===== src/rtl/pht_scheduler.sv =====
// ============================================================================
// pht_scheduler
// ----------------------------------------------------------------------------
// Pattern history table of 2^IDX_W two-bit saturating counters. The table has
// a single access slot. Predictions and queued training updates share it.
//
// Each cycle the slot is granted in this order:
//   1. Drain the update queue when it is full, so it never deadlocks.
//   2. Serve a prediction request.
//   3. Drain the update queue when it is non-empty.
//   4. Idle.
//
// Resolved branches are buffered in a small FIFO. Each drain pops one entry
// and applies it to the table as a read-modify-write in the same cycle.
// A prediction reads the table in the acceptance cycle and returns its result
// one cycle later. Queued updates are not forwarded to predictions, so a
// prediction sees only updates that have already been drained.
//
// Parameters
//   IDX_W     table index width; the table holds 2^IDX_W counters
//   UQ_DEPTH  update-queue depth; must be a power of two, >= 2
//
// Ports
//   clk         clock; all state changes on its rising edge
//   rst_n       asynchronous active-low reset
//   pred_req    prediction request
//   pred_idx    counter index to predict from
//   pred_ready  a prediction can be accepted this cycle (queue not full)
//   pred_valid  pred_taken carries a result this cycle
//   pred_taken  predicted direction; holds its value while pred_valid = 0
//   upd_valid   a resolved branch is offered
//   upd_idx     counter index to train
//   upd_taken   resolved direction
//   upd_ready   the update queue is not full
//   q_count     number of queued updates
//   stat_pred   accepted predictions (saturating at 16'hFFFF)
//   stat_stall  cycles with pred_req && !pred_ready (saturating at 16'hFFFF)
//
// Configuration
//   PHT_STATS_EN  When defined, the two statistics counters are built.
//                 Otherwise stat_pred and stat_stall are tied to 0.
// ============================================================================
module pht_scheduler #(
   parameter int IDX_W    = 4,
   parameter int UQ_DEPTH = 4
) (
   input  logic                       clk,
   input  logic                       rst_n,
   // prediction port
   input  logic                       pred_req,
   input  logic [IDX_W-1:0]           pred_idx,
   output logic                       pred_ready,
   output logic                       pred_valid,
   output logic                       pred_taken,
   // training port
   input  logic                       upd_valid,
   input  logic [IDX_W-1:0]           upd_idx,
   input  logic                       upd_taken,
   output logic                       upd_ready,
   output logic [$clog2(UQ_DEPTH):0]  q_count,
   // statistics
   output logic [15:0]                stat_pred,
   output logic [15:0]                stat_stall
);

   localparam int TBL_SIZE = 1 << IDX_W;
   localparam int PTR_W    = $clog2(UQ_DEPTH);
   localparam int CNT_W    = PTR_W + 1;

   localparam logic [CNT_W-1:0] FULL_CNT = CNT_W'(UQ_DEPTH);

   // Owner of the table access slot in the current cycle.
   typedef enum logic [1:0] {
      SLOT_IDLE,
      SLOT_PRED,
      SLOT_DRAIN
   } slot_t;

   // -------------------------------------------------------------------------
   // Storage
   // -------------------------------------------------------------------------
   logic [TBL_SIZE-1:0][1:0] pht;

   logic [IDX_W-1:0]         uq_idx   [UQ_DEPTH];
   logic                     uq_taken [UQ_DEPTH];
   logic [PTR_W-1:0]         wr_ptr;
   logic [PTR_W-1:0]         rd_ptr;

   // -------------------------------------------------------------------------
   // Slot arbitration
   // -------------------------------------------------------------------------
   logic  q_full;
   logic  q_empty;
   slot_t slot;
   logic  pred_accept;
   logic  drain;
   logic  enq;

   assign q_full  = (q_count == FULL_CNT);
   assign q_empty = (q_count == '0);

   // A full queue must drain even when a prediction is waiting. Otherwise a
   // steady request stream could block training indefinitely.
   // NOTE: every variable written in always_comb gets a default first, so
   // no path leaves it unassigned and no latch is inferred.
   always_comb begin
      slot = SLOT_IDLE;
      if (q_full)
         slot = SLOT_DRAIN;
      else if (pred_req)
         slot = SLOT_PRED;
      else if (!q_empty)
         slot = SLOT_DRAIN;
   end

   assign pred_ready  = !q_full;
   assign upd_ready   = !q_full;
   assign pred_accept = (slot == SLOT_PRED);
   assign drain       = (slot == SLOT_DRAIN);
   assign enq         = upd_valid && upd_ready;

   // -------------------------------------------------------------------------
   // Saturating counter update for the queue head
   // -------------------------------------------------------------------------
   logic [IDX_W-1:0] head_idx;
   logic             head_taken;
   logic [1:0]       head_ctr;
   logic [1:0]       ctr_next;

   assign head_idx   = uq_idx[rd_ptr];
   assign head_taken = uq_taken[rd_ptr];
   assign head_ctr   = pht[head_idx];

   always_comb begin
      ctr_next = head_ctr;
      if (head_taken && head_ctr != 2'b11)
         ctr_next = head_ctr + 2'd1;
      else if (!head_taken && head_ctr != 2'b00)
         ctr_next = head_ctr - 2'd1;
   end

   // -------------------------------------------------------------------------
   // Counter table
   // -------------------------------------------------------------------------
   // NOTE: the table must read strongly-taken while rst_n is low, so it is
   // built from resettable flops. The queue payload below is deliberately
   // left unreset, because the pointers and q_count alone define which
   // entries are live.
   always_ff @(posedge clk or negedge rst_n) begin
      if (!rst_n)
         pht <= {TBL_SIZE{2'b11}};
      else if (drain)
         pht[head_idx] <= ctr_next;
   end

   // -------------------------------------------------------------------------
   // Update queue
   // -------------------------------------------------------------------------
   always_ff @(posedge clk) begin
      if (enq) begin
         uq_idx[wr_ptr]   <= upd_idx;
         uq_taken[wr_ptr] <= upd_taken;
      end
   end

   // Pointers wrap naturally because UQ_DEPTH is a power of two. A
   // simultaneous enqueue and drain leaves q_count unchanged.
   // NOTE: sequential state uses non-blocking assignments, so every flop
   // samples pre-edge values regardless of statement order.
   always_ff @(posedge clk or negedge rst_n) begin
      if (!rst_n) begin
         wr_ptr  <= '0;
         rd_ptr  <= '0;
         q_count <= '0;
      end else begin
         if (enq)
            wr_ptr <= wr_ptr + PTR_W'(1);
         if (drain)
            rd_ptr <= rd_ptr + PTR_W'(1);
         q_count <= q_count + CNT_W'(enq) - CNT_W'(drain);
      end
   end

   // -------------------------------------------------------------------------
   // Prediction response
   // -------------------------------------------------------------------------
   // The table is read in the acceptance cycle and the result is registered.
   // pred_taken keeps its value between predictions.
   always_ff @(posedge clk or negedge rst_n) begin
      if (!rst_n) begin
         pred_valid <= 1'b0;
         pred_taken <= 1'b0;
      end else begin
         pred_valid <= pred_accept;
         if (pred_accept)
            pred_taken <= pht[pred_idx][1];
      end
   end

   // -------------------------------------------------------------------------
   // Statistics
   // -------------------------------------------------------------------------
`ifdef PHT_STATS_EN
   logic stall;

   assign stall = pred_req && !pred_ready;

   always_ff @(posedge clk or negedge rst_n) begin
      if (!rst_n) begin
         stat_pred  <= '0;
         stat_stall <= '0;
      end else begin
         if (pred_accept && stat_pred != 16'hFFFF)
            stat_pred <= stat_pred + 16'd1;
         if (stall && stat_stall != 16'hFFFF)
            stat_stall <= stat_stall + 16'd1;
      end
   end
`else
   assign stat_pred  = 16'd0;
   assign stat_stall = 16'd0;
`endif

endmodule


===== config.mk =====
export PLATFORM = sky130hd
export DESIGN_NAME = pht_scheduler
export DESIGN_NICKNAME = d
export VERILOG_FILES = /design/src/rtl/pht_scheduler.sv
export SDC_FILE = /design/constraint.sdc
export NUM_CORES = 1
export LEC_CHECK = 0
export ABC_AREA = 1
export BUFFER_PORTS_ARGS = -buffer_cell sky130_fd_sc_hd__buf_2
export CAP_MARGIN = 10
export CORE_MARGIN = 2
export CORE_UTILIZATION = 35
export CTS_CLUSTER_DIAMETER = 150
export CTS_CLUSTER_SIZE = 25
export DETAILED_ROUTE_END_ITERATION = 10
export SETUP_SLACK_MARGIN = 0.05
export SLEW_MARGIN = 20
export SYNTH_ARGS = -nofsm -noshare
export SYNTH_HDL_FRONTEND = slang
export SYNTH_SLANG_ARGS = --single-unit

===== constraint.sdc =====
create_clock -name clk -period 5.1 [get_ports clk]
set_input_delay 0.51 -clock clk [delete_from_list [all_inputs] [get_ports clk]]
set_output_delay 0.51 -clock clk [all_outputs]
set_load 0.01 [all_outputs]

# == After elaboration in Yosys (flattened, before gate mapping) ==
# Memory sizes are Yosys's and may differ from the RTL's.
# Cells that the tools add are included.
# word_totals
register_bits,41
ramBits,20
inputBits,13
output_inout_bits,39
wordCells,58
n_memories,2
# classes
addsub,6
magnitude_cmp,3
n_eq_ne,4
mux,14
n_reduce_logical,8
# memory_table
name,depth,word_bits,rd,rd_ports_with_merged_regs,write_ports,line,rtl
uq_idx,4,4,1,0,1,84,logic [IDX_W-1:0] uq_idx [UQ_DEPTH];
uq_taken,4,1,1,0,1,85,logic uq_taken [UQ_DEPTH];
# op_table
cell,count
32-bit bitwise mux,1
2-bit binary-select mux with 4-bit select,2
2-bit 2-to-1 mux,8
4-bit by 5-bit less-than comparator with 1-bit output (second input constant),2
2-bit demux with 4-bit select,1
2-bit by 1-bit adder with 2-bit output (second input constant),3
4-bit by 1-bit >= comparator with 1-bit output (second input constant),1
1-bit logical AND,4
3-bit by 1-bit adder with 3-bit output,1
3-bit equality test (second input constant),1
3-bit logical NOT,1
3-bit by 1-bit subtractor with 3-bit output,1
2-bit by 1-bit equality test with 1-bit output (second input constant),1
2-bit equality test (second input constant),1
1-bit logical NOT,2
1-bit 2-to-1 mux,2
2-bit != test (second input constant),1
2-bit nonzero test,1
2-bit by 1-bit subtractor with 2-bit output (second input constant),1

# == Depth between registers and ports, before layout ==
# Gate-level depths: netlist of the first run.
# An unclocked memory read counts as a cell.
# logic_depth
depth_word,8
mapped_depth,22
ltp_nobuf,20

# == Worst setup path before layout of the first run ==
# OpenSTA, ideal clock, no wires.
# synth_path
path_kind,register to register
start,register rd_ptr[0]
end,register pht[11] (netlist name)
t_arrival_ps,2483
t_required_ps,5023
path_slack_ps,2540
stages_incl_launch_ff,21
n_path_buf,4
synth_period_minus_slack_ps,2560
path_cell_list,dfrtp_1 > buf_6 > nand2_2 > nand3_4 > nand2_4 > buf_6 > nand2_1 > o21ai_1 > nand2_1 > nand3_1 > nand2_2 > nand2_2 > nor2_4 > ha_1 > nor2_1 > inv_1 > or2_2 > buf_1 > clkbuf_1 > nand3_1 > nand2_1
# synth_between
elab_chain_len,8
# synth_rtl
item,line,rtl
start: declaration,87,logic [PTR_W-1:0] rd_ptr;
start signal: assignment,179,rd_ptr <= rd_ptr + PTR_W'(1);
branches (longest 7 deep; another with memory 4 x 4 bit),-,
32-bit bitwise mux *,153,pht[head_idx] <= ctr_next;
end signal: assignment,151,pht <= {TBL_SIZE{2'b11}};
end signal: indexed assignment,153,
end: declaration,82,logic [TBL_SIZE-1:0][1:0] pht;
# Mark *: on every way between the ends. The select of a mux whose other input is x is not followed.
# A chain may end at the register's enable or synchronous reset.

# == Worst setup path in the final report of the first run ==
# layout_path
start,register rd_ptr[0]
end,register pht[19] (netlist name)
# The elaborated chain is that of the path after synthesis.

==> out/metrics.cfg, run 1 <==
[status]
status=complete, no violations

[clock_network]
cts_resized=0
cts_tree=built
postCtsSetupBuffers=0
numCtsBuffers=9
clock_path_buffers=2
cts_sinks=61
clk_pin_slew_worst_paths_ns=0.07
clk_latency_ns=0.35
cts_root_buf=clkbuf_8
hold_buffers=0
h-tree-depth=3

[placement]
dp_hpwl_mm=5.66
place_area_um2=3730
dp_cells=591
gp_congestion=0.904
io_buffers=19

[routing]
wl_met3_um=395
dr.pass1.iters=4
drtIter0Drc=178
routedWlPerCell_um=12.9
vias=2703
ant_nets=0
wl_met1_mm=3.50
wl_mm=7.81
drc=0
viasPerCell=4.45
dr_wl_met2_mm=3.76
top_layer=met4

[finish]
mostFrequentLayoutCells=144 x nand2_1, 50 x inv_1, 38 x nand3_1
fillers=1064
final_area_um2=3980
layout_commonest_cell=nand2_1
n_antenna_cell=0
nets=488
area.growth.synth_to_final_pct=8.13
final_layout_size_suffix_gt1_share_pct=20.8
final_cells=607

[yosys]
yosysSeqAreaShare_pct=45.3
ys_warn_count=0
syn_area_um2=3680
yosysUniqueCellTypes=35
syn_area_per_cell_um2=8.21
synth_ff_type=dfstp_2
synth_edf_count=20
ys_seq_elements=61
syn-instance-count=448
synthArstFlopShare_pct=67.2

[sta]
finalCriticalPeriod_ns=3.13
tightest_slew_ns=0.912
rsz0062_at_grt=no
setup_tns_ns=0
setup_viol=0
fin_crit_sh_pct=61.3
timing.fmax_ghz=0.320
worst_clock_skew_ns=0.0118
maxSlewHeadroom_pct=39.2
final_max_slew_viol_count=0
whs_ns=0.289
finalHoldViolCount=0

[worst_setup_path]
cp_common_cell=nand2_1
crit_path_start=rd_ptr[0]
critPathBufInv=4
startpoint_type=flop
required_ns=5.39
worst-path-max-fanout=16
r2r_start=rd_ptr[0]
crit_path_top_delay_cell=dfrtp_1
worstSetupEndpointType=flop
cp_cell_sequence=inv_2 -> nand2_1 -> nand3_1 -> nand2_1 -> inv_1 -> nand2_1 -> nand2_1 -> nand2_1 -> nand2_1 -> nor2_1 -> inv_1 -> ha_1 -> o21ai_0 -> inv_1 -> nand2_2 -> nand3_1 -> nand2_1
crit_family=simple AND/OR/NAND/NOR gates
crit_path_max_incr_delay_ns=0.61
critPathKind=flop to flop
arrival_ns=3.42

[global_route]
grt_max_degree=42
grt_pass1_vias=2666
grt_usage_pct=15.0
antenna_found_initial=0
grt-ovfl-total=0
grt_pass1_wl_mm=13.1

[die]
dieArea_um2=11300
die_w_um=107
initial_core_util_pct=35.8
core_um2=10300
row_count=37
io_pins=52
die_y_um=107

[run]
cap_violations=0

[hold_path]
hold_class=input port to asynchronous set/reset pin

[pwr]
pwr_density_cell_nw_per_um2=772
ir_drop_uv=551
p_leak_nw=1.87

kinds of logic (layout without fill, tap and decap cells):
kind of cell | Yosys count | after routing | share of synthesized area (%)
simple gates | 249 | 249 | 31.1
flops | 61 | 61 | 45.3
mux | 2 | 2 | 0.544
buf+inv | 96 | 88 | 14.4
xor+xnor | 5 | 5 | 1.19
fa+ha+maj | 9 | 9 | 3.27
other cells | 1 | 32 | 0.102
compound gates | 25 | 25 | 4.12
per-stage QoR:
step	setup WS (ns)	total power [mW]	utilization, %
after floorplan	2.54	2.28	-
after global placement	2.12	2.51	36.3
after detailed placement	2.01	2.55	36.3
after CTS	1.99	3.09	38.7
after global routing	1.53	3.35	38.7
final	1.97	3.07	38.7
cell usage after synthesis (3+ instances only):
library cell | number | area share [%]
o21ai_0 | 5 | 0.68
ha_1 | 8 | 2.7
nand2_4 | 3 | 0.92
xor2_1 | 3 | 0.71
dfrtp_1 | 9 | 6.1
nand3_1 | 38 | 5.2
clkbuf_1 | 3 | 0.31
edfxtp_1 | 20 | 16
buf_4 | 33 | 6.7
o21ai_1 | 9 | 1.2
inv_1 | 50 | 5.1
nand3_2 | 10 | 2.7
nor2_1 | 37 | 3.8
nand2_1 | 144 | 15
dfstp_2 | 32 | 23
inv_2 | 3 | 0.31
buf_6 | 6 | 1.8
nand2_2 | 10 | 1.7
a21oi_1 | 3 | 0.41
cell type report:
class / count / area (um2) / area share (%)
multi-input combinational: 322 / 1600 / 40.2
tap: 136 / 170 / 4.28
timing repair buffer: 19 / 95.1 / 2.39
sequential: 61 / 1670 / 41.9
clock inverter: 7 / 124 / 3.11
inverter: 53 / 199 / 5.00
clock buffer: 9 / 124 / 3.11
flip-flops by register name, indices dropped and copies added (netlist names):
name / cells
q_count: 3
rd_ptr: 2
wr_ptr: 2
pred_taken: 1
pred_valid: 1
uq_taken: 4
uq_idx: 16
pht: 32
routing by layer:
metal / GRT usage (%) / vias to the layer above
met5: 0 / -
li1: - / 1377
met2: 24.7 / 73
met3: 2.94 / 12
met4: 6.59 / 0
met1: 19.3 / 1241
where the power goes:
part           internal (mW)  switching (mW)
Combinational          0.459            1.17
Clock                  0.327           0.206
Sequential             0.760           0.146
Total                   1.55            1.52
final timing paths:
kind,end,slack (ns),cells after the start
setup / recovery,pht[19],1.97,17
hold / removal,rd_ptr[1],0.29,1
setup reg to reg,pht[19],1.97,17
hold reg to reg,pht[22],0.47,2
max in group asynchronous,q_count[0],4.23,1
min in group clk,uq_idx[1][1],0.38,1
No activity file was read; power rests on OpenSTA's default activity.
==> inputs of run 2 (changes only) <==
==> constraint.sdc (replaced) <==
create_clock -name clk -period 3.2 [get_ports clk]
set_input_delay 0.32 -clock clk [delete_from_list [all_inputs] [get_ports clk]]
set_output_delay 0.32 -clock clk [all_outputs]
set_load 0.01 [all_outputs]
==> run 2 against run 1 <==
  * Setup slack got worse by 1.6 ns
  * Register-to-register slack got worse by 1.6 ns
  * Sequential power rose by 58%
  * Non-clock buffer count rose by 2
  * Count of clock-buffer cells in the layout did not move
  * Fmax rose by 12%
  * First-iteration DRC count fell by 4.5%
  * Clock power rose by 40%
  * Clock skew fell by 0.0054 ns
  * Sequential share of layout area rose by 0.20 points
  * Design area fell by 0.47%
  * Critical endpoint is now pht[3]
  * Largest power group unchanged
  * Highest routed layer unchanged
==> out/metrics.cfg, run 2 (synthesized netlist as in run 1, its figures left out) <==
[worst_setup_path]
crit_path_top_delay_cell=dfrtp_1
startpoint_type=flop
worstSetupEndpointType=flop
worst-path-max-fanout=25  ; +9
crit_path_max_incr_delay_ns=0.47  ; -0.14 ns
arrival_ns=3.06  ; -0.36 ns
crit_path_start=rd_ptr[0]
r2r_start=rd_ptr[0]
critPathKind=flop to flop
required_ns=3.48  ; -1.91 ns
cp_common_cell=nand2_2
cp_cell_sequence=buf_4 -> nand2_2 -> nand3_4 -> nand2_4 -> inv_2 -> nor2_1 -> nand2_1 -> nand3_1 -> nand2_2 -> nand2_2 -> nor2_4 -> ha_1 -> nor2_1 -> inv_1 -> or2_2 -> nand3_1 -> nand2_1

[finish]
final_util_pct=38.5  ; -0.18 points
area.growth.synth_to_final_pct=7.62
regMostFlops=pht
final_area_um2=3960  ; -0.47%
final_cells=609  ; +0.33%
reg_top3=pht: 32 flops, uq_idx: 16 flops, uq_taken: 4 flops
nets=490  ; +0.41%
final_layout_size_suffix_gt1_share_pct=21.1  ; +0.33 points
layout_commonest_cell=nand2_1
n_antenna_cell=0  ; unchanged
largest_reg_flops=32  ; unchanged
mostFrequentLayoutCells=144 x nand2_1, 50 x inv_1, 38 x nand3_1

[clock_network]
clock_path_buffers=2  ; unchanged
cts_sinks=61  ; unchanged
numCtsBuffers=9  ; unchanged
cts_tree=built
clk_pin_slew_worst_paths_ns=0.07  ; about the same
cts_resized=0  ; unchanged
hold_buffers=0  ; unchanged
clk_latency_ns=0.35  ; about the same
postCtsSetupBuffers=0  ; unchanged
cts_root_buf=clkbuf_8
h-tree-depth=3  ; unchanged

[die]
row_count=37  ; unchanged
dieArea_um2=11300  ; unchanged
core_um2=10300  ; unchanged
die_w_um=107  ; unchanged
initial_core_util_pct=35.8  ; unchanged
io_pins=52  ; unchanged
die_y_um=107  ; unchanged

[routing]
wl_mm=7.62  ; -2.5%
vias=2809  ; +3.9%
routedWlPerCell_um=12.5  ; -2.8%
ant_nets=0  ; unchanged
drc=0  ; unchanged
viasPerCell=4.61  ; +3.6%
dr.pass1.iters=4  ; unchanged
drtIter0Drc=170  ; -4.5%

[hold_path]
hold_class=input port to asynchronous set/reset pin

[sta]
setup_tns_ns=0  ; unchanged
worst_clock_skew_ns=0.00642  ; -0.00543 ns
finalHoldViolCount=0  ; unchanged
timing.fmax_ghz=0.360  ; +12%
finalCriticalPeriod_ns=2.78  ; -0.347 ns
rsz0062_at_grt=no
final_max_slew_viol_count=0  ; unchanged
setup_viol=0  ; unchanged
fin_crit_sh_pct=86.9  ; +26 points
tightest_slew_ns=0.915  ; +0.00253 ns
maxSlewHeadroom_pct=39.0  ; -0.17 points

[global_route]
grt-ovfl-total=0  ; unchanged
grt_usage_pct=14.4  ; -0.68 points
grt_pass1_vias=2596  ; -2.6%
antenna_found_initial=0  ; unchanged
grt_max_degree=42  ; unchanged
grt_pass1_wl_mm=12.7  ; -3.4%

[placement]
io_buffers=19  ; unchanged
gp_congestion=0.900  ; -0.42%
dp_hpwl_mm=5.57  ; -1.6%
dp_cells=593  ; +0.34%
place_area_um2=3740  ; +0.40%

[status]
status=complete, no violations

[pwr]
pwr_density_cell_nw_per_um2=1210  ; +57%
ir_drop_uv=561  ; +1.8%
total_power_mw=4.79  ; +56%
p_leak_nw=1.86  ; -0.27%

[run]
cap_violations=0  ; unchanged

## run 2: cell count changes in the layout (fill, tap and decap cells not counted), sizes merged
| cell | before | now |
|---|---|---|
| clkinvlp | 1 | 2 |
| bufinv | 3 | 2 |
| buf | 19 | 21 |
## run 2: metal layers
layer | share of wire, % | track usage (%)
met1 | 46 | 18.8
met2 | 47 | 23.5
met3 | 5.7 | 2.70
met4 | 1.4 | 5.57
met5 | 0 | 0
## run 2: final cells by class
cell class / instances / area [um2]
clock buffer: 9 / 124
clock inverter: 7 / 90.1
fill: 1075 / 6320
inverter: 53 / 199
multi-input combinational: 322 / 1600
sequential: 61 / 1670
tap: 136 / 170
timing repair buffer: 21 / 110
## run 2: power breakdown
group          switching [mW]  internal [mW]  leakage (nW)
clock                   0.311          0.433         0.105
combinational            1.86          0.751          1.14
sequential              0.221           1.21         0.622
total                    2.40           2.40          1.86
## run 2: critical path, delay by kind of cell, from the launching register on
kind | cells | cell delay (ns)
adder cells (fa/ha/maj) | 1 | 0.18
AND/OR/NAND/NOR | 13 | 1.73
flip-flops | 1 | 0.47
buffers and inverters | 3 | 0.32
## run 2: worst paths after layout
check,slack [ns],cells after the start,to
worst max-delay path,0.42,17,pht[3]
worst min-delay path,0.12,1,pred_taken
worst max register to register,0.42,17,pht[3]
worst min register to register,0.46,2,pht[22]
max in group asynchronous,2.52,1,q_count[0]
min in group clk,0.19,1,uq_idx[1][1]
## run 2: metrics by stage
step	setup WS [ns]	hold WS, ns
CTS	0.451	0.131
floorplan	0.640	0.0244
global placement	0.487	0.460
finish	0.419	0.116
global route	0.188	0.182
detailed placement	0.470	0.456
